`src/rtl/multicycle_control_pkg.sv`:
```
`default_nettype none
// +--------------------------------------------------------------------------+
// | multicycle_control_pkg                                                   |
// | Shared state encodings, opcode/funct values, ALU and mux select codes.   |
// | Revision: 1.0                                                            |
// +--------------------------------------------------------------------------+
package multicycle_control_pkg;

    typedef enum logic [3:0] {
        S_INIT      = 4'd0,
        S_FETCH     = 4'd1,
        S_DECODE    = 4'd2,
        S_MEM_ADDR  = 4'd3,
        S_MEM_READ  = 4'd4,
        S_MEM_WB    = 4'd5,
        S_MEM_WRITE = 4'd6,
        S_EXEC_R    = 4'd7,
        S_R_WB      = 4'd8,
        S_EXEC_I    = 4'd9,
        S_I_WB      = 4'd10,
        S_BRANCH    = 4'd11,
        S_JUMP      = 4'd12,
        S_JAL       = 4'd13,
        S_JR        = 4'd14,
        S_UNUSED    = 4'd15
    } state_e;

    localparam logic [5:0] c_op_rtype = 6'h00;
    localparam logic [5:0] c_op_j     = 6'h02;
    localparam logic [5:0] c_op_jal   = 6'h03;
    localparam logic [5:0] c_op_beq   = 6'h04;
    localparam logic [5:0] c_op_bne   = 6'h05;
    localparam logic [5:0] c_op_addi  = 6'h08;
    localparam logic [5:0] c_op_slti  = 6'h0a;
    localparam logic [5:0] c_op_andi  = 6'h0c;
    localparam logic [5:0] c_op_ori   = 6'h0d;
    localparam logic [5:0] c_op_xori  = 6'h0e;
    localparam logic [5:0] c_op_lui   = 6'h0f;
    localparam logic [5:0] c_op_lw    = 6'h23;
    localparam logic [5:0] c_op_sw    = 6'h2b;

    localparam logic [5:0] c_fn_srl = 6'h02;
    localparam logic [5:0] c_fn_jr  = 6'h08;
    localparam logic [5:0] c_fn_add = 6'h20;
    localparam logic [5:0] c_fn_sub = 6'h22;
    localparam logic [5:0] c_fn_and = 6'h24;
    localparam logic [5:0] c_fn_or  = 6'h25;
    localparam logic [5:0] c_fn_xor = 6'h26;
    localparam logic [5:0] c_fn_slt = 6'h2a;

    localparam logic [2:0] c_alu_and = 3'b000;
    localparam logic [2:0] c_alu_or  = 3'b001;
    localparam logic [2:0] c_alu_add = 3'b010;
    localparam logic [2:0] c_alu_xor = 3'b011;
    localparam logic [2:0] c_alu_srl = 3'b101;
    localparam logic [2:0] c_alu_sub = 3'b110;
    localparam logic [2:0] c_alu_slt = 3'b111;

    localparam logic [1:0] c_dst_rt = 2'b00;
    localparam logic [1:0] c_dst_rd = 2'b01;
    localparam logic [1:0] c_dst_ra = 2'b10;

    localparam logic [1:0] c_m2r_aluout = 2'b00;
    localparam logic [1:0] c_m2r_mdr    = 2'b01;
    localparam logic [1:0] c_m2r_pc     = 2'b10;

    localparam logic [1:0] c_srcb_b       = 2'b00;
    localparam logic [1:0] c_srcb_four    = 2'b01;
    localparam logic [1:0] c_srcb_imm     = 2'b10;
    localparam logic [1:0] c_srcb_imm_sh2 = 2'b11;

    localparam logic [1:0] c_pcsrc_alu    = 2'b00;
    localparam logic [1:0] c_pcsrc_aluout = 2'b01;
    localparam logic [1:0] c_pcsrc_jump   = 2'b10;
    localparam logic [1:0] c_pcsrc_reg    = 2'b11;

    // jr is included: it is a legal R-type even though it bypasses EXEC_R.
    function automatic logic is_rtype_funct_legal(input logic [5:0] funct);
        case (funct)
            c_fn_add, c_fn_sub, c_fn_and, c_fn_or,
            c_fn_slt, c_fn_srl, c_fn_xor, c_fn_jr: return 1'b1;
            default:                               return 1'b0;
        endcase
    endfunction

endpackage
`default_nettype wire

```
`src/rtl/multicycle_control_if.sv`:
```
`default_nettype none
// +--------------------------------------------------------------------------+
// | multicycle_control_if                                                    |
// | Instruction/memory status in, datapath control strobes and selects out.  |
// | Revision: 1.0                                                            |
// +--------------------------------------------------------------------------+
interface multicycle_control_if;

    logic [5:0] opcode;
    logic [5:0] funct;
    logic       mem_ready;

    logic       pc_write;
    logic       pc_write_cond;
    logic       bne;
    logic       iord;
    logic       mem_read;
    logic       mem_write;
    logic       ir_write;
    logic       reg_write;
    logic [1:0] reg_dst;
    logic [1:0] mem_to_reg;
    logic       alu_src_a;
    logic [1:0] alu_src_b;
    logic [1:0] pc_source;
    logic [2:0] alu_op;
    logic       ext_zero;
    logic       lui;
    logic       illegal;
    logic [3:0] state;

    modport master (
        input  opcode, funct, mem_ready,
        output pc_write, pc_write_cond, bne, iord, mem_read, mem_write,
               ir_write, reg_write, reg_dst, mem_to_reg, alu_src_a,
               alu_src_b, pc_source, alu_op, ext_zero, lui, illegal, state
    );

    modport slave (
        output opcode, funct, mem_ready,
        input  pc_write, pc_write_cond, bne, iord, mem_read, mem_write,
               ir_write, reg_write, reg_dst, mem_to_reg, alu_src_a,
               alu_src_b, pc_source, alu_op, ext_zero, lui, illegal, state
    );

endinterface
`default_nettype wire

```
`src/rtl/alu_decode.sv`:
```
`default_nettype none
// +--------------------------------------------------------------------------+
// | alu_decode                                                               |
// | Combinational ALU operation and immediate-mode decode from opcode/funct. |
// | Revision: 1.0                                                            |
// +--------------------------------------------------------------------------+
module alu_decode
    import multicycle_control_pkg::*;
(
    input  logic [5:0] opcode,
    input  logic [5:0] funct,
    output logic [2:0] alu_op,
    output logic       ext_zero,
    output logic       lui
);

    always_comb begin
        alu_op   = c_alu_add;
        ext_zero = 1'b0;
        lui      = 1'b0;
        if (opcode == c_op_rtype) begin
            case (funct)
                c_fn_sub: alu_op = c_alu_sub;
                c_fn_and: alu_op = c_alu_and;
                c_fn_or:  alu_op = c_alu_or;
                c_fn_xor: alu_op = c_alu_xor;
                c_fn_slt: alu_op = c_alu_slt;
                c_fn_srl: alu_op = c_alu_srl;
                default:  alu_op = c_alu_add;
            endcase
        end else begin
            case (opcode)
                c_op_andi: begin alu_op = c_alu_and; ext_zero = 1'b1; end
                c_op_ori:  begin alu_op = c_alu_or;  ext_zero = 1'b1; end
                c_op_xori: begin alu_op = c_alu_xor; ext_zero = 1'b1; end
                c_op_slti: alu_op = c_alu_slt;
                c_op_lui:  lui = 1'b1;
                default:   alu_op = c_alu_add;
            endcase
        end
    end

endmodule
`default_nettype wire

```
`src/rtl/multicycle_control.sv`:
```
`default_nettype none
// +--------------------------------------------------------------------------+
// | multicycle_control                                                       |
// | Moore FSM sequencing fetch/decode/execute for a multicycle MIPS subset.  |
// | Revision: 1.0                                                            |
// +--------------------------------------------------------------------------+
module multicycle_control
    import multicycle_control_pkg::*;
(
    input  logic                  clk,
    input  logic                  rst_n,
    multicycle_control_if.master  bus
);

    state_e     state_q;
    state_e     state_d;
    logic [2:0] w_alu_op;
    logic       w_ext_zero;
    logic       w_lui;

    alu_decode u_alu_decode (
        .opcode   (bus.opcode),
        .funct    (bus.funct),
        .alu_op   (w_alu_op),
        .ext_zero (w_ext_zero),
        .lui      (w_lui)
    );

    // Async reset lands in INIT, where every output decodes to 0.
    always_ff @(posedge clk or negedge rst_n) begin
        if (!rst_n) state_q <= S_INIT;
        else        state_q <= state_d;
    end

    assign bus.state = state_q;

    always_comb begin
        state_d           = state_q;
        bus.pc_write      = 1'b0;
        bus.pc_write_cond = 1'b0;
        bus.bne           = 1'b0;
        bus.iord          = 1'b0;
        bus.mem_read      = 1'b0;
        bus.mem_write     = 1'b0;
        bus.ir_write      = 1'b0;
        bus.reg_write     = 1'b0;
        bus.reg_dst       = c_dst_rt;
        bus.mem_to_reg    = c_m2r_aluout;
        bus.alu_src_a     = 1'b0;
        bus.alu_src_b     = c_srcb_b;
        bus.pc_source     = c_pcsrc_alu;
        bus.alu_op        = c_alu_and;
        bus.ext_zero      = 1'b0;
        bus.lui           = 1'b0;
        bus.illegal       = 1'b0;

        case (state_q)
            S_INIT: state_d = S_FETCH;
            S_FETCH: begin
                bus.mem_read  = 1'b1;
                bus.alu_src_b = c_srcb_four;
                bus.alu_op    = c_alu_add;
                bus.ir_write  = bus.mem_ready;
                bus.pc_write  = bus.mem_ready;
                if (bus.mem_ready) state_d = S_DECODE;
            end
            S_DECODE: begin
                bus.alu_src_b = c_srcb_imm_sh2;
                bus.alu_op    = c_alu_add;
                case (bus.opcode)
                    c_op_lw, c_op_sw: state_d = S_MEM_ADDR;
                    c_op_rtype: begin
                        if (bus.funct == c_fn_jr)
                            state_d = S_JR;
                        else if (is_rtype_funct_legal(bus.funct))
                            state_d = S_EXEC_R;
                        else begin
                            bus.illegal = 1'b1;
                            state_d     = S_FETCH;
                        end
                    end
                    c_op_addi, c_op_andi, c_op_ori,
                    c_op_xori, c_op_slti, c_op_lui: state_d = S_EXEC_I;
                    c_op_beq, c_op_bne:             state_d = S_BRANCH;
                    c_op_j:                         state_d = S_JUMP;
                    c_op_jal:                       state_d = S_JAL;
                    default: begin
                        bus.illegal = 1'b1;
                        state_d     = S_FETCH;
                    end
                endcase
            end
            S_MEM_ADDR: begin
                bus.alu_src_a = 1'b1;
                bus.alu_src_b = c_srcb_imm;
                bus.alu_op    = c_alu_add;
                state_d       = (bus.opcode == c_op_lw) ? S_MEM_READ : S_MEM_WRITE;
            end
            S_MEM_READ: begin
                bus.mem_read = 1'b1;
                bus.iord     = 1'b1;
                if (bus.mem_ready) state_d = S_MEM_WB;
            end
            S_MEM_WB: begin
                bus.reg_write  = 1'b1;
                bus.mem_to_reg = c_m2r_mdr;
                state_d        = S_FETCH;
            end
            S_MEM_WRITE: begin
                bus.mem_write = 1'b1;
                bus.iord      = 1'b1;
                if (bus.mem_ready) state_d = S_FETCH;
            end
            S_EXEC_R: begin
                bus.alu_src_a = 1'b1;
                bus.alu_op    = w_alu_op;
                state_d       = S_R_WB;
            end
            S_R_WB: begin
                bus.reg_write = 1'b1;
                bus.reg_dst   = c_dst_rd;
                state_d       = S_FETCH;
            end
            S_EXEC_I: begin
                bus.alu_src_a = 1'b1;
                bus.alu_src_b = c_srcb_imm;
                bus.alu_op    = w_alu_op;
                bus.ext_zero  = w_ext_zero;
                bus.lui       = w_lui;
                state_d       = S_I_WB;
            end
            // Immediate-mode flags stay up so the writeback sees the same operand.
            S_I_WB: begin
                bus.reg_write = 1'b1;
                bus.ext_zero  = w_ext_zero;
                bus.lui       = w_lui;
                state_d       = S_FETCH;
            end
            S_BRANCH: begin
                bus.alu_src_a     = 1'b1;
                bus.alu_op        = c_alu_sub;
                bus.pc_write_cond = 1'b1;
                bus.pc_source     = c_pcsrc_aluout;
                bus.bne           = (bus.opcode == c_op_bne);
                state_d           = S_FETCH;
            end
            S_JUMP: begin
                bus.pc_write  = 1'b1;
                bus.pc_source = c_pcsrc_jump;
                state_d       = S_FETCH;
            end
            S_JAL: begin
                bus.pc_write   = 1'b1;
                bus.pc_source  = c_pcsrc_jump;
                bus.reg_write  = 1'b1;
                bus.reg_dst    = c_dst_ra;
                bus.mem_to_reg = c_m2r_pc;
                state_d        = S_FETCH;
            end
            S_JR: begin
                bus.pc_write  = 1'b1;
                bus.pc_source = c_pcsrc_reg;
                state_d       = S_FETCH;
            end
            default: state_d = S_FETCH;
        endcase
    end

endmodule
`default_nettype wire

```
`src/flat_wrapper.sv`:
```
// flat-port wrapper written by rule: the top's interface ports become plain ports
module multicycle_control_flat import multicycle_control_pkg::*;
  (clk, rst_n, bus_opcode, bus_funct, bus_mem_ready, bus_pc_write, bus_pc_write_cond, bus_bne, bus_iord, bus_mem_read, bus_mem_write, bus_ir_write, bus_reg_write, bus_reg_dst, bus_mem_to_reg, bus_alu_src_a, bus_alu_src_b, bus_pc_source, bus_alu_op, bus_ext_zero, bus_lui, bus_illegal, bus_state);
  multicycle_control_if bus_i ();
  input  logic clk;
  input  logic rst_n;
  input wire logic [$bits(bus_i.opcode)-1:0] bus_opcode;
  input wire logic [$bits(bus_i.funct)-1:0] bus_funct;
  input wire logic [$bits(bus_i.mem_ready)-1:0] bus_mem_ready;
  output wire logic [$bits(bus_i.pc_write)-1:0] bus_pc_write;
  output wire logic [$bits(bus_i.pc_write_cond)-1:0] bus_pc_write_cond;
  output wire logic [$bits(bus_i.bne)-1:0] bus_bne;
  output wire logic [$bits(bus_i.iord)-1:0] bus_iord;
  output wire logic [$bits(bus_i.mem_read)-1:0] bus_mem_read;
  output wire logic [$bits(bus_i.mem_write)-1:0] bus_mem_write;
  output wire logic [$bits(bus_i.ir_write)-1:0] bus_ir_write;
  output wire logic [$bits(bus_i.reg_write)-1:0] bus_reg_write;
  output wire logic [$bits(bus_i.reg_dst)-1:0] bus_reg_dst;
  output wire logic [$bits(bus_i.mem_to_reg)-1:0] bus_mem_to_reg;
  output wire logic [$bits(bus_i.alu_src_a)-1:0] bus_alu_src_a;
  output wire logic [$bits(bus_i.alu_src_b)-1:0] bus_alu_src_b;
  output wire logic [$bits(bus_i.pc_source)-1:0] bus_pc_source;
  output wire logic [$bits(bus_i.alu_op)-1:0] bus_alu_op;
  output wire logic [$bits(bus_i.ext_zero)-1:0] bus_ext_zero;
  output wire logic [$bits(bus_i.lui)-1:0] bus_lui;
  output wire logic [$bits(bus_i.illegal)-1:0] bus_illegal;
  output wire logic [$bits(bus_i.state)-1:0] bus_state;
  assign bus_i.opcode = bus_opcode;
  assign bus_i.funct = bus_funct;
  assign bus_i.mem_ready = bus_mem_ready;
  assign bus_pc_write = bus_i.pc_write;
  assign bus_pc_write_cond = bus_i.pc_write_cond;
  assign bus_bne = bus_i.bne;
  assign bus_iord = bus_i.iord;
  assign bus_mem_read = bus_i.mem_read;
  assign bus_mem_write = bus_i.mem_write;
  assign bus_ir_write = bus_i.ir_write;
  assign bus_reg_write = bus_i.reg_write;
  assign bus_reg_dst = bus_i.reg_dst;
  assign bus_mem_to_reg = bus_i.mem_to_reg;
  assign bus_alu_src_a = bus_i.alu_src_a;
  assign bus_alu_src_b = bus_i.alu_src_b;
  assign bus_pc_source = bus_i.pc_source;
  assign bus_alu_op = bus_i.alu_op;
  assign bus_ext_zero = bus_i.ext_zero;
  assign bus_lui = bus_i.lui;
  assign bus_illegal = bus_i.illegal;
  assign bus_state = bus_i.state;
  multicycle_control u_core (.clk(clk), .rst_n(rst_n), .bus(bus_i));
endmodule
```
`config.mk`:
```
export PLATFORM = sky130hd
export DESIGN_NAME = multicycle_control_flat
export DESIGN_NICKNAME = d
export VERILOG_FILES = /design/src/rtl/multicycle_control_pkg.sv /design/src/rtl/multicycle_control_if.sv /design/src/rtl/alu_decode.sv /design/src/rtl/multicycle_control.sv /design/src/flat_wrapper.sv
export SDC_FILE = /design/constraint.sdc
export NUM_CORES = 1
export LEC_CHECK = 0
export CAP_MARGIN = 30
export CORE_MARGIN = 5
export CORE_UTILIZATION = 40
export DETAILED_ROUTE_END_ITERATION = 8
export PLACE_DENSITY_LB_ADDON = 0.25
export SKIP_CTS_REPAIR_TIMING = 1
export SYNTH_ARGS = -nofsm -noshare
export SYNTH_HDL_FRONTEND = slang
export SYNTH_SLANG_ARGS = --single-unit
```
`constraint.sdc`:
```
create_clock -name clk -period 2.4 [get_ports clk]
set_input_delay 0.36 -clock clk [delete_from_list [all_inputs] [get_ports clk]]
set_output_delay 0.36 -clock clk [all_outputs]
set_load 0.1 [all_outputs]
```
# After elaboration in Yosys (flattened, before gate mapping)
# Index checks and enable logic that the tools add are counted.
op_classes:
  eq_ne: 37
  n_mux: 39
  reduce_logical: 18
op_table:
  columns: ["operator", "count"]
  rows:
  - ["6-bit == test (second input constant)", 8]
  - ["6-bit by 4-bit == test with 1-bit output (second input constant)", 7]
  - ["4-bit == test (second input constant)", 7]
  - ["4-bit case mux with 7 select lines", 1]
  - ["4-bit case mux with 6 select lines", 1]
  - ["1-bit two-way mux", 21]
  - ["6-bit by 2-bit == test with 1-bit output (second input constant)", 3]
  - ["3-bit case mux with 6 select lines", 1]
  - ["4-bit by 3-bit == test with 1-bit output (second input constant)", 4]
  - ["4-bit two-way mux", 4]
  - ["2-bit OR reduction", 8]
  - ["6-bit by 3-bit == test with 1-bit output (second input constant)", 2]
  - ["2-bit case mux with 3 select lines", 2]
  - ["3-bit case mux with 4 select lines", 1]
  - ["12-bit OR reduction", 1]
  - ["3-bit case mux with 3 select lines", 1]
  - ["3-bit OR reduction", 3]
  - ["4-bit by 2-bit == test with 1-bit output (second input constant)", 2]
  - ["2-bit case mux with 2 select lines", 2]
  - ["4-bit OR reduction", 2]
  - ["8-bit OR reduction", 1]
  - ["6-bit zero test", 1]
  - ["3-bit two-way mux", 2]
  - ["2-bit != test (second input constant)", 3]
  - ["other kinds (5)", 6]
totals:
  ff_bits: 4
  word_cells: 95

# Depth between registers and ports, before layout
# Gate-level depths: netlist of the first run.
depth:
  word_depth: 10
  depth_mapped: 6
  ltp_nobuf: 5

# Hierarchy
# Synthesis of the first run repeated with hierarchy kept, for this count alone.
unflattened:
  cells_unflattened: 150
  area_unflattened_um2: 963.4
modules_own_cells:
  columns: ["module", "seq_area_each_um2", "instances", "area_per_inst_um2", "cells_each"]
  rows:
  - ["multicycle_control", 100.1, 1, 775.7, 121]
  - ["alu_decode", 0.0, 1, 187.7, 29]

# Worst setup path before layout of the first run
# OpenSTA, ideal clock, no wires.
synth_timing:
  path_type: "reg2out"
  from: "register u_core.state_q[1], in the netlist u_core.bus.state[1]"
  to: "output port bus_alu_op[0]"
  n_path_buf: 0
  arrival_time_ps: 4854
  required_time_ps: 2040
  path_stages_with_launch: 6
  slack_ps: -2814
  cell_sequence: "dfrtp_1 -> and2b_4 -> nand2_1 -> o21ai_0 -> nand3_1 -> a2111oi_1"
synth_between:
  elab_chain_cells: 3
synth_lines:
  columns: ["element", "line_no", "rtl"]
  rows:
  - ["from (decl)", "multicycle_control.sv:15", "state_e state_q;"]
  - ["from (signal assigned)", "multicycle_control.sv:32", "else state_q <= state_d;"]
  - ["4-bit by 2-bit == test with 1-bit output, or another cell as far along", "multicycle_control.sv:57", "case (state_q)"]
  - ["3-bit OR reduction (no line) / 2-bit OR reduction (equally long branches)", null, null]
  - ["3-bit case mux with 3 select lines (*)", "multicycle_control.sv:57", null]
  - ["to (decl)", "flat_wrapper.sv:23", "output wire logic [$bits(bus_i.alu_op)-1:0] bus_alu_op;"]
# Mark *: on every way between the ends. The rest lies on a longest branch, timed or not.

# Worst setup path in the final report of the first run
layout_timing:
  from: "input port bus_funct[4]"
  to: "output port bus_alu_op[1]"
layout_between:
  elab_chain_cells: 4
layout_lines:
  columns: ["element", "line_no", "rtl"]
  rows:
  - ["from (decl)", "flat_wrapper.sv:8", "input wire logic [$bits(bus_i.funct)-1:0] bus_funct;"]
  - ["6-bit by 2-bit == test with 1-bit output / 6-bit == test (equally long branches)", "alu_decode.sv:22", "case (funct)"]
  - ["3-bit case mux with 6 select lines (*)", "alu_decode.sv:22", null]
  - ["3-bit two-way mux (*)", "alu_decode.sv:21", "if (opcode == c_op_rtype) begin"]
  - ["3-bit case mux with 3 select lines (*)", "multicycle_control.sv:57", null]
# Marked as above.

==> key figures, run 1 <==
Status
  – Status: finished, violations left
  – Failing checks: setup timing

Logic synthesis
  – Area share of fa/ha/maj cells after synthesis: 0
  – Post-Syn Area: 960 µm²
  – Ranking of synthesized cells by area: dfrtp_1, nand2b_1, nor3_1, nand2_1, nor2_1
  – Post-synth EDFFs: 0
  – Yosys warns: 0
  – Netlist cell types: 50
  – Area leader, netlist: dfrtp_1
  – Synth cell count leaders: nand2_1, nor2_1, nor3_1
  – FF+latch count, synth: 4
  – Mux contribution to synthesized area: 0
  – Post-synthesis sequential area ratio: 0.104
  – Ys flop type: dfrtp_1
  – Ys async rst share: 1.00
  – Main combinational cell family by area after synthesis: simple AND/OR/NAND/NOR gates
  – Fraction of synthesized cell area in xor and xnor cells: 0.0274
  – Top-area cell type share of the netlist area: 0.104
  – Post-synthesis compound-gate area fraction: 0.305
  – Simple-gate share of the synthesized area: 0.462
  – Synthesized area per cell: 6.71 µm²
  – Synthesized instance count: 143
  – Syn nets: 158

Placed design
  – Placed cells: around 230
  – DP Area: 0.00187 mm²
  – Final GP Congestion: 0.885
  – HPWL after DPL: between 2000 and 3000 µm
  – Dpl ws: -0.0897 ns
  – PortBufs: 41

Critical path
  – CP Launch Type: input pin
  – Crit path DAT: 2.06 ns
  – Worst reg-to-reg path cell count: 7
  – Crit-path max FO: 5
  – Worst EP required: 2.04 ns
  – Worst setup path class: in2out
  – Critical Path End Type: output port

STA
  – Final Cycle Share: 1.01
  – Relative max-transition margin: 0.677
  – RSZ-0062 raised after global routing: true
  – Final count of negative-setup-slack endpoints: 1
  – Max-slew violation count: 0
  – Final Worst Setup Slack: -0.0210 ns
  – Final hold violation count: 0
  – Hold Slack: 0.318 ns
  – Setup TNS: -0.0210 ns
  – Worst Skew: 0.00275 ns
  – Final min period: 2.42 ns
  – Worst Tran Pin Value: between 0.4 and 0.5 ns
  – Max Freq: 413 MHz

Layout
  – Synth-to-layout area growth: 107%
  – Fin area: 0.00198 mm²
  – Nets: approximately 220
  – Final cell count without fillers: 233
  – Share of cells above drive strength 1: 0.473
  – Max reg flops: 4
  – N_diodes: 0

Clock network
  – Worst-Skew Late Latency: between 0.2 and 0.25 ns
  – Clock transition at path regs: 0.04 ns
  – Clk sinks: 4
  – H-Tree Depth: 1
  – Clk root buf: clkbuf_4
  – CTS tree: yes
  – Max Buffers Root-to-Sink: 2
  – Total CTS buffers: 3

GRT
  – Antenna violations before repair: 0
  – GRT Overall Usage: 0.219
  – Largest net degree at the start of global routing: 22
  – First-pass GRT wire length: 6040 µm
  – Vias in the first global route: 1324
  – Grt ovf: 0

Pwr
  – Leakage: 0.000821 µW
  – Switching power share of the total: 0.627
  – Max VDD drop: 0.00174 V
  – Clock power share: 0.034
  – Internal Pwr Total: 973 µW
  – Psw: 1640 µW
  – Power Density: 1320 mW/mm²
  – Gate power share: 0.911
  – Flop pwr share: 0.055

Detailed routing
  – DRC: 0
  – DRT Pass-1 Iters: 4
  – Antenna Nets Post-Route: 0
  – Vias post-DR: 1380
  – Vias per inst: around 6
  – DRT iter0 DRCs: 48
  – Drt wl/cell: between 15 and 20 µm
  – WL final: 4170 µm

Floorplan
  – Die H: between 50 and 60 µm
  – Starting density of the core: 0.426
  – Die ar.: 0.00348 mm²
  – Core area: 0.00225 mm²
  – Row count: 17
  – # IOs: 42
  – Die width: 59.0 µm

Min path
  – Type of the worst min-delay path: in2async

Job
  – Max Cap Violations: 0
-- worst max-delay path, cell delays in order --
cell and delay, ns:
clkdlybuf4s50_1 0.54, nor4_1 0.52, a31oi_1 0.15, o22ai_1 0.20, nand3_2 0.11, buf_12 0.18
-- per-layer routing --
layer | global-route usage | share of wire
met5 | 0 | 0
met3 | 0.0305 | 0.056
met4 | 0.0550 | 0.011
met1 | 0.248 | 0.40
met2 | 0.421 | 0.53
-- logic make-up after synthesis --
kind of cell           count (synthesis)
AND/OR/NAND/NOR                       77
AO/OA/AOI/OAI                         42
buffers and inverters                 17
flip-flops                             4
XOR/XNOR                               3
-- metrics by stage --
step           power (µW)  utilization
3_3_place_gp         2390        0.829
4_1_cts              2530        0.839
6_report             2610        0.880
2_1_floorplan        1730            -
3_5_place_dp         2440        0.829
5_1_grt              2710        0.880
-- path summary, 6_finish.rpt --
kind / from / end / slack, ns
max: bus_funct[4] / bus_alu_op[1] / -0.02
min in group clk: bus_opcode[3] / u_core.bus.state[1]$_DFFE_PN0P_ / 0.75
max in group asynchronous: rst_n / u_core.bus.state[1]$_DFFE_PN0P_ / 1.89
min: rst_n / u_core.bus.state[3]$_DFFE_PN0P_ / 0.32
min reg2reg: u_core.bus.state[1]$_DFFE_PN0P_ / u_core.bus.state[2]$_DFFE_PN0P_ / 0.77
max reg2reg: u_core.bus.state[1]$_DFFE_PN0P_ / u_core.bus.state[1]$_DFFE_PN0P_ / 0.60
-- power by group through the flow --
stage	Sequential [µW]	Clock [µW]	Combinational, µW
CTS	173	88.5	2270
detailed placement	174	0	2260
floorplan	347	0	1380
global route	148	91.7	2470
finish	143	89.0	2380
global placement	170	0	2220
-- placed cells by master, fill, tap and decap left out, types with 5 or more instances in the layout --
master,Yosys,routed
clkdlybuf4s50_1,0,8
dlymetal6s2s_1,0,6
nor2_2,0,6
nor2_1,12,5
buf_12,0,22
buf_4,1,36
nand2_1,12,12
nand2b_1,9,9
nor3_1,10,9
o21ai_0,8,7
-- cell type report --
type                            count  area, µm²
Inverter                            4       15.0
Tap cell                           28       35.0
Sequential cell                     4        113
Clock buffer                        3       22.5
Timing Repair Buffer               72        866
Multi-Input combinational cell    122        933
Fill cell                         124        270
Note: power is estimated with default switching activity, not from simulation.
==> run 2: changes to the inputs <==
- CORE_UTILIZATION: 40 -> 38
- clock period: 2.4 -> 2.1 ns (I/O delays scaled with it)
==> key figures, run 2 (synthesized netlist as in run 1, its figures left out) <==
Layout
  – N_diodes: 0
  – Multi-input logic area: 0.00110 mm²
  – Share of cells above drive strength 1: 0.606
  – Final Util: 0.931
  – Final cell count without fillers: 246
  – Max reg flops: 4
  – Commonest cells after routing, fill and taps aside: buf_4, buf_12, dlymetal6s2s_1
  – Synth-to-layout area growth: 138%
  – Register area: 115 µm²
  – Nets: 233
  – Fillers: 78
  – Fin area: 0.00228 mm²
  – Most common cell after layout, fill and taps aside: buf_4

Floorplan
  – Die width: 60.3 µm
  – Core area: 0.00245 mm²
  – # IOs: between 40 and 50
  – Die H: 60.3 µm
  – Row count: 18
  – Die ar.: between 0.003 and 0.004 mm²
  – Starting density of the core: 0.391

STA
  – Final Cycle Share: 1.06
  – Hold Slack: 0.268 ns
  – Max Freq: ~450 MHz
  – RSZ-0062 raised after global routing: true
  – Worst Tran Pin Value: 0.404 ns
  – Final Worst Setup Slack: -0.124 ns
  – Worst Skew: between 0.006 and 0.007 ns
  – Final count of negative-setup-slack endpoints: 6
  – Final hold violation count: 0
  – Max-slew violation count: 0
  – Relative max-transition margin: 0.729
  – Final min period: 2.22 ns

Critical path
  – RR Endpoint: u_core.bus.state[1]$_DFFE_PN0P_
  – Crit path DAT: approximately 1.9 ns
  – Worst reg-to-reg path cell count: 7
  – CP Cell Sequence: clkdlybuf4s50_1 > buf_4 > nor3_2 > buf_4 > nand2_1 > and4_4 > buf_12
  – Crit-path max FO: 10
  – Worst setup path class: in2out
  – Critical Path End Type: output port
  – CP startpoint: bus_opcode[5]
  – Setup crit end: bus_illegal
  – CP Buf/Inv Count: 4
  – Reg2reg start: u_core.bus.state[2]$_DFFE_PN0P_
  – Critical path's largest stage delay: 0.44 ns
  – CP Launch Type: input pin
  – Worst path depth: 7
  – Worst EP required: 1.78 ns
  – Slowest cell on crit path: clkdlybuf4s50_1
  – CP most frequent cell: buf_4
  – Top delay family on crit path: buffers and inverters
  – Reg2Reg Setup Slack: 0.26 ns

Clock network
  – Clock transition at path regs: 0.04 ns
  – CTS tree: yes
  – Max Buffers Root-to-Sink: 2
  – H-Tree Depth: 1
  – Worst-Skew Late Latency: 0.25 ns
  – Clk root buf: clkbuf_4
  – Clk sinks: 4
  – Total CTS buffers: 3

Detailed routing
  – WL final: 5430 µm
  – DRC: 0
  – Vias per inst: 6.44
  – DRT Pass-1 Iters: 5
  – Vias post-DR: around 1.6k
  – Drt wl/cell: between 20 and 25 µm
  – DRT iter0 DRCs: 135
  – Antenna Nets Post-Route: 0

Placed design
  – Dpl ws: -0.268 ns
  – PortBufs: 41
  – HPWL after DPL: 3280 µm
  – DP Area: 0.00199 mm²
  – Placed cells: 231
  – Final GP Congestion: 0.845

Status
  – Failing checks: setup timing
  – Status: finished, violations left

GRT
  – Met2 GRT Util: 0.400
  – GRT Max-Usage Layer: met2
  – First-pass GRT wire length: approximately 6500 µm
  – Grt ovf: 0
  – GRT Overall Usage: 0.234
  – Largest net degree at the start of global routing: 15
  – Global Route met1 Usage: 0.291
  – Antenna violations before repair: 0
  – Vias in the first global route: between 1k and 1.5k
  – M3 GR Usage: 0.0281

Pwr
  – Max VDD drop: 0.00207 V
  – Leakage: 0.000986 µW
  – Power Density: 1480 mW/mm²

Min path
  – Type of the worst min-delay path: in2async

Job
  – Max Cap Violations: 0
## run 2: layout make-up
type	count	area share
Sequential cell	4	0.0504
Tap cell	30	0.0164
Clock buffer	3	0.00986
Timing Repair Buffer	83	0.434
Inverter	4	0.00876
Multi-Input combinational cell	122	0.481
## run 2: metrics by stage
stage                     setup TNS, ns  power (µW)
final                            -0.501        3370
after global routing             -0.794        3460
after CTS                        -0.931        3070
after detailed placement         -0.929        2960
after global placement           -0.658        2910
after floorplan                   -1.31        2090
## run 2: metal layers
| metal | vias up | wire (µm) | share of wire |
|---|---|---|---|
| li1 | 678 | - | - |
| met1 | 741 | 1940 | 0.36 |
| met2 | 127 | 2700 | 0.50 |
| met3 | 39 | 497 | 0.092 |
| met4 | 0 | 296 | 0.055 |
| met5 | - | 0 | 0 |
## run 2: worst min path at each step
stage	start	endpoint
floorplan	rst_n	u_core.bus.state[0]$_DFFE_PN0P_
global placement	rst_n	u_core.bus.state[1]$_DFFE_PN0P_
detailed placement	rst_n	u_core.bus.state[2]$_DFFE_PN0P_
CTS	rst_n	u_core.bus.state[2]$_DFFE_PN0P_
global route	rst_n	u_core.bus.state[1]$_DFFE_PN0P_
finish	rst_n	u_core.bus.state[1]$_DFFE_PN0P_
## run 2: where the power goes
group,switching [µW],internal (µW)
clock network,41.6,64.6
registers,116,131
logic,1930,1090
total,2090,1280
## run 2: worst register-to-register path, stage by stage, from the launching register on
cell,delay [ns]
dfrtp_4,0.52
buf_4,0.19
buf_4,0.17
nor3_2,0.25
buf_4,0.18
inv_1,0.04
o311ai_1,0.26
nand2b_1,0.16
